**src/rtl/hilo_div.sv**
```systemverilog
// HI/LO register pair with a 32-cycle restoring divider for DIV/DIVU.
// Stalls the pipeline from the cycle the DIV reaches EX until the DONE cycle.
//
// state  | meaning
// IDLE   | waiting for a DIV/DIVU; MTHI/MTLO serviced
// CALC   | one restoring shift/subtract step per cycle, 32 steps
// DONE   | sign fix-up and HI/LO writeback at the closing edge
module hilo_div #(
  parameter int WIDTH = 32
) (
  input  logic             clk,
  input  logic             resetn,
  input  logic             start_i,
  input  logic             signed_i,
  input  logic [WIDTH-1:0] a_i,
  input  logic [WIDTH-1:0] b_i,
  input  logic             annul_i,
  input  logic             hiwrite,
  input  logic             lowrite,
  input  logic [WIDTH-1:0] hi_i,
  input  logic [WIDTH-1:0] lo_i,
  input  logic             hiorlo,
  output logic             stall_o,
  output logic [WIDTH-1:0] hilo_o,
  output logic [WIDTH-1:0] hi_o,
  output logic [WIDTH-1:0] lo_o
);

  localparam int CW = $clog2(WIDTH);

  typedef enum logic [1:0] {S_IDLE, S_CALC, S_DONE} state_e;

  state_e           state_q, state_d;
  logic [CW-1:0]    cnt_q, cnt_d;
  logic [WIDTH-1:0] rem_q, rem_d;
  logic [WIDTH-1:0] quo_q, quo_d;
  logic [WIDTH-1:0] dvs_q, dvs_d;
  logic [WIDTH-1:0] dvd_q, dvd_d;
  logic [WIDTH-1:0] hi_q, hi_d;
  logic [WIDTH-1:0] lo_q, lo_d;
  logic             qneg_q, qneg_d;
  logic             rneg_q, rneg_d;
  logic             dz_q, dz_d;

  logic             go;
  logic             wb;
  logic             ge;
  logic [WIDTH:0]   rem_sh;
  logic [WIDTH:0]   rem_sub;
  logic [WIDTH-1:0] quo_fix;
  logic [WIDTH-1:0] rem_fix;

  assign go      = (state_q == S_IDLE) && start_i && !annul_i;
  assign stall_o = go || (state_q == S_CALC);

  // rem_q < divisor always holds, so the shifted value fits in WIDTH+1 bits
  assign rem_sh  = {rem_q, quo_q[WIDTH-1]};
  assign ge      = rem_sh >= {1'b0, dvs_q};
  assign rem_sub = rem_sh - {1'b0, dvs_q};

  assign quo_fix = qneg_q ? (~quo_q + 1'b1) : quo_q;
  assign rem_fix = rneg_q ? (~rem_q + 1'b1) : rem_q;

  always_comb begin
    state_d = state_q;
    cnt_d   = cnt_q;
    rem_d   = rem_q;
    quo_d   = quo_q;
    dvs_d   = dvs_q;
    dvd_d   = dvd_q;
    qneg_d  = qneg_q;
    rneg_d  = rneg_q;
    dz_d    = dz_q;
    wb      = 1'b0;
    unique case (state_q)
      S_IDLE: begin
        if (go) begin
          dvd_d   = a_i;
          rem_d   = '0;
          quo_d   = (signed_i && a_i[WIDTH-1]) ? (~a_i + 1'b1) : a_i;
          dvs_d   = (signed_i && b_i[WIDTH-1]) ? (~b_i + 1'b1) : b_i;
          qneg_d  = signed_i && (a_i[WIDTH-1] ^ b_i[WIDTH-1]);
          rneg_d  = signed_i && a_i[WIDTH-1];
          dz_d    = (b_i == '0);
          cnt_d   = '0;
          state_d = S_CALC;
        end
      end
      S_CALC: begin
        if (annul_i) begin
          state_d = S_IDLE;
        end else begin
          rem_d = ge ? rem_sub[WIDTH-1:0] : rem_sh[WIDTH-1:0];
          quo_d = {quo_q[WIDTH-2:0], ge};
          cnt_d = cnt_q + 1'b1;
          if (cnt_q == CW'(WIDTH - 1)) state_d = S_DONE;
        end
      end
      S_DONE: begin
        state_d = S_IDLE;
        wb      = !annul_i;
      end
      default: state_d = S_IDLE;
    endcase
  end

  // divide writeback overrides MTHI/MTLO in the same cycle
  always_comb begin
    hi_d = hiwrite ? hi_i : hi_q;
    lo_d = lowrite ? lo_i : lo_q;
    if (wb) begin
      hi_d = dz_q ? dvd_q : rem_fix;
      lo_d = dz_q ? '1    : quo_fix;
    end
  end

  always_ff @(posedge clk or negedge resetn) begin
    if (!resetn) begin
      state_q <= S_IDLE;
      cnt_q   <= '0;
      rem_q   <= '0;
      quo_q   <= '0;
      dvs_q   <= '0;
      dvd_q   <= '0;
      qneg_q  <= 1'b0;
      rneg_q  <= 1'b0;
      dz_q    <= 1'b0;
      hi_q    <= '0;
      lo_q    <= '0;
    end else begin
      state_q <= state_d;
      cnt_q   <= cnt_d;
      rem_q   <= rem_d;
      quo_q   <= quo_d;
      dvs_q   <= dvs_d;
      dvd_q   <= dvd_d;
      qneg_q  <= qneg_d;
      rneg_q  <= rneg_d;
      dz_q    <= dz_d;
      hi_q    <= hi_d;
      lo_q    <= lo_d;
    end
  end

  assign hi_o   = hi_q;
  assign lo_o   = lo_q;
  assign hilo_o = hiorlo ? lo_q : hi_q;

endmodule

```
**config.mk**
```make
export PLATFORM = sky130hd
export DESIGN_NAME = hilo_div
export DESIGN_NICKNAME = d
export VERILOG_FILES = /design/src/rtl/hilo_div.sv
export SDC_FILE = /design/constraint.sdc
export NUM_CORES = 1
export LEC_CHECK = 0
export BUFFER_PORTS_ARGS = -buffer_cell sky130_fd_sc_hd__clkbuf_2
export CORE_MARGIN = 4
export CORE_UTILIZATION = 60
export CTS_BUF_LIST = sky130_fd_sc_hd__clkbuf_8
export CTS_CLUSTER_DIAMETER = 30
export CTS_CLUSTER_SIZE = 12
export DETAILED_ROUTE_END_ITERATION = 8
export GPL_TIMING_DRIVEN = 1
export PLACE_DENSITY = 0.87
export SLEW_MARGIN = 25
export SYNTH_ARGS = -nofsm -noshare
export SYNTH_HDL_FRONTEND = slang
export SYNTH_SLANG_ARGS = --single-unit
```
**constraint.sdc**
```tcl
create_clock -name clk -period 6.7 [get_ports clk]
set_clock_uncertainty 0.1 [all_clocks]
set_input_delay 1.34 -clock clk [delete_from_list [all_inputs] [get_ports clk]]
set_output_delay 1.34 -clock clk [all_outputs]
set_load 0.03 [all_outputs]
```
Word level (Yosys, flattened, before mapping)
Cells that the tools add are included.

Register bits after elaboration: 202. Input port bits: 136. Output and inout port bits: 97. Logic and storage cells: 70.

$add $sub $neg: 6. Order comparisons: 1. Eq/ne operators: 6. Multiplexer cells: 26. Bitwise gates (word level): 5. Reduce and logical (&&, ||, !) cells: 15.

Operators with widths (count): 32-bit two-way mux (16); 32-bit by 1-bit adder with 32-bit output, second input constant (4); 32-bit NOT (4); 32-bit one-hot mux with 2 select lines (2); 33-bit by 32-bit greater-or-equal comparator with 1-bit output (1); 32-bit zero test (1); 32-bit subtractor (1); 5-bit two-way mux (2); 5-bit one-hot mux with 2 select lines (1); 2-bit two-way mux (3); 2-bit nonzero test (3); 5-bit by 1-bit adder with 5-bit output, second input constant (1); 5-bit equality test, second input constant (1); 1-bit logical AND (5); 2-bit != test, second input constant (2); 2-bit one-hot mux with 2 select lines (1); 2-bit AND reduction (2); 3-bit by 2-bit != test with 1-bit output, second input constant (1); 3-bit AND reduction (1); 2-bit by 1-bit equality test with 1-bit output, second input constant (1); 2-bit equality test, second input constant (1); 2-bit zero test (1); 1-bit zero test (1); 1-bit logical OR (1); 2 further kinds (2).

Depth between registers and ports, before layout
Depth in word-level cells: 5. Mapped depth: 13. Gate-level depth less buffers: 12.

Least setup slack after synthesis
No wires, ideal clock.

Kind: input port to output port. Start point: input port annul_i. End point: output port stall_o. Arrival: 2588 ps. Required time: 5260 ps. Slack: 2672 ps. Stages on the path: 6. Buffers on the path: 3. Cell sequence: clkbuf_1 > nor2_1 > nand3b_1 > clkbuf_1 > clkbuf_1 > nand2_1.

Cells in the longest elaborated chain, start to end: 3.

RTL lines: from (decl) (line 17) `input logic annul_i,`; 1-bit zero test (line 53) `assign go = (state_q == S_IDLE) && start_i && !annul_i;`; 1-bit logical AND (line 53); 1-bit logical OR (line 54) `assign stall_o = go || (state_q == S_CALC);`; to (decl) (line 23) `output logic stall_o,`.

Every way passes these cells.

Final worst setup path
Start point: input port hiorlo. End point: output port hilo_o[6].

Cells in the longest elaborated chain, start to end: 1.

RTL lines: from (decl) (line 22) `input logic hiorlo,`; 32-bit two-way mux (line 147) `assign hilo_o = hiorlo ? lo_q : hi_q;`; to (decl) (line 24) `output logic [WIDTH-1:0] hilo_o,`.

Every way passes these cells.

==> reports/metrics.yaml <==
clock_network:
  cts.clk_slew.worst_paths_ns: 0.05
  cts_resized: 0
  cts_hold_buf: 0
  clock_path_buffers: 3
  cts_buffers: 41
  cts_setup_buffers: 0
  clk-insertion-delay-late_ns: 0.56
  cts.htree.levels: 2
  cts.sinks: 202
  cts_root_buf: "clkbuf_8"
  cts_tree: "built"
worst_setup_path:
  critPathKind: "in2out"
  critPathMaxStageDelay_ns: 0.66
  cp_max_fo: 32
  end_kind: "primary output"
  cp.required_ns: 5.26
  crit_slowest_cell: "clkbuf_2"
  path_cells: "clkbuf_2, mux2_2, clkbuf_2"
  worst_setup_path_start_kind: "input port"
  critical_path_arrival_ns: 2.65
  crit_top_cell: "clkbuf_2"
detailed_routing:
  drc: 0
  drt_iter0_drc: 1067
  wl_um: 43000
  firstDrtPassIters: 6
  ant_nets: 0
  via_per_inst: 6.23
  route.vias.total: 13152
  drt-wirelength-per-cell_um: 20.4
logic_synthesis:
  netlist_top_cells_area: "dfrtp_1 (37%), nand2_1 (6.5%), xor2_1 (5.9%)"
  synthDistinctLibCells: 61
  syn_area_per_cell_um2: 8.53
  ys_seq_area_share_pct: 36.9
  synth_top_family_by_area: "compound AO/OA/AOI/OAI gates"
  synth-edff-count: 0
  post-synth-top-area-cell: "dfrtp_1"
  syn_area_um2: 13700
  synth-simple-area-share_pct: 17.6
  synthXorXnorAreaFrac_pct: 9.01
  syn_nets: 1781
  async_reset_ff_share_pct: 100
  synth_mux_area_share_pct: 7.49
  synth-compound-area-share_pct: 20.9
  synth_adder_area_share_pct: 3.62
  ys_seq_elements: 202
  ys.flop_type: "dfrtp_1"
  synth_top_area_share_pct: 36.9
  ys_warn_count: 0
  synth_cells: 1606
power_and_ir_drop:
  peakVddDrop_v: 0.000254
  p_int_uw: 3390
  seq_power_share_pct: 30.7
  p_clk_share_pct: 25.0
  switching_power_uw: 2590
  p_sw_share_pct: 43.3
  p_comb_share_pct: 44.3
  leakage_uw: 0.00747
  p_per_area_nw_per_um2: 374
timing:
  setup_viol: 0
  finalCriticalPeriod_ns: 4.09
  fin_setup_tns_ns: 0
  hold_viol: 0
  worst_pin_slew_ns: 1.06
  fmax_mhz: 245
  grt_setup_unrepaired: "no"
  max_slew_margin_pct: 29.7
  drv_slew: 0
  fin_ws_ns: 2.61
  finalCritPeriodShare_pct: 61.0
global_routing:
  grt_pass1_vias: 12693
  groute.usage.overall_pct: 32.8
  grt_pass1_wl_um: 68400
  antenna_found_initial: 0
  gr-total-overflow: 0
  grt_max_degree: 100
floorplan:
  pin_count: 233
  start_util_pct: 60.7
  fp.dieW_um: 159
  core_um2: 22600
  die_area_um2: 25300
  die_h_um: 159
  num_rows: 55
worst_hold_path:
  hold_path_class: "reg2reg"
placement:
  portBuffers: 232
  post-place-ws_ns: 2.33
  dp_hpwl_um: 31600
  place.gp.congestion: 0.932
finish:
  syn_to_final_growth_pct: 16.6
  drive_gt1_share_pct: 20.6
  antennaDiodeCount: 0
  fin_nets: 1972
  layout.cells.most_common: "nand2_1"
  mostFrequentLayoutCells: "nand2_1 (237), clkbuf_2 (229), dfrtp_1 (200)"
run_status:
  outcome: "complete, no violations"
flow_run:
  maxCapViolations: 0
critical path, delay by kind of cell:
| kind | cells | cell delay (ns) |
|---|---|---|
| muxes | 1 | 0.43 |
| buffers and inverters | 2 | 0.86 |
power groups by stage:
| stage | registers [uW] | clock network, uW | logic [uW] |
|---|---|---|---|
| floorplan | 1780 | 0 | 1870 |
| global placement | 1820 | 0 | 2560 |
| detailed placement | 1840 | 0 | 2590 |
| CTS | 1820 | 1510 | 2610 |
| global route | 1870 | 1570 | 2910 |
| finish | 1840 | 1500 | 2650 |
worst paths after layout:
| path | startpoint | slack (ns) | end | depth (start not counted) |
|---|---|---|---|---|
| min in group asynchronous | resetn | 0.73 | dvs_q[25] | 1 |
| max in group asynchronous | resetn | 4.59 | dvd_q[6] | 2 |
| setup reg to reg | rem_q[3] | 2.63 | rem_q[18] | 9 |
| hold reg to reg | dvd_q[23] | 0.38 | dvd_q[23] | 2 |
| setup / recovery | hiorlo | 2.61 | hilo_o[6] | 3 |
| hold / removal | dvd_q[23] | 0.38 | dvd_q[23] | 2 |
layout make-up:
class                   count  area [um^2]
multi-input cells        1243         8080
fillers                  1753         6590
flip-flops and latches    202         5060
repair buffers            247         1290
clock buffers              46          633
well taps                 285          357
clock inverters            26          334
inverters                  62          233
sequential cells by signal (all words and copies together), names as in the netlist:
register and count:
rneg_q 1, rem_q 32, qneg_q 1, quo_q 32
dvd_q 32, dvs_q 32, lo_o 32, state_q 2
dz_q 1, hi_o 32, cnt_q 5
layer usage:
layer | GRT usage, % | routed length [um]
met1 | 41.6 | 17000
met2 | 56.8 | 21000
met3 | 5.46 | 3330
met4 | 11.9 | 1690
met5 | 0 | 0
stage by stage:
| step | power [uW] | utilization (%) | hold WS [ns] | instances | instance area, um^2 |
|---|---|---|---|---|---|
| after global placement | 4380 | 66.5 | 0.349 | 2039 | 15000 |
| after floorplan | 3650 | - | 0.337 | 1606 | 13700 |
| after detailed placement | 4430 | 66.5 | 0.356 | 2039 | 15000 |
| after global routing | 6350 | 70.8 | 0.396 | 2111 | 16000 |
| after CTS | 5940 | 70.8 | 0.379 | 2111 | 16000 |
| final | 5980 | 70.8 | 0.377 | 2111 | 16000 |
synth_stat cells (3+ instances only):
master and number:
a2111oi_0 4, a211oi_1 24, a21o_1 18, a21oi_1 107
a221oi_1 4, a22oi_1 29, a311o_1 5, a31oi_1 11
a32o_1 3, and2_1 11, and3_1 14, buf_1 14
clkbuf_1 85, dfrtp_1 202, ha_1 38, inv_1 62
mux2_2 36, mux2i_1 62, nand2_1 238, nand2b_1 8
nand3_1 23, nand3b_1 7, nand4_1 27, nor2_1 74
nor2b_1 7, nor3_1 26, nor3b_1 6, nor4_1 12
o211a_1 3, o211ai_1 27, o21a_1 3, o21ai_0 145
o21bai_1 3, o31a_1 4, o31ai_1 32, o32ai_1 3
o41ai_1 16, or2_2 5, or3_1 26, or4_1 15
xnor2_1 49, xor2_1 92
kinds of logic (layout without fill, tap and decap cells):
family	count (synthesis)	in the layout
AOI/OAI and AO/OA	455	455
xor gates and xnor gates	141	141
adders and majority gates	39	39
buffers and inverters	161	381
DFF	202	202
muxes	98	98
and+or+nand+nor	510	510
Power figures use the tool's default switching activity.
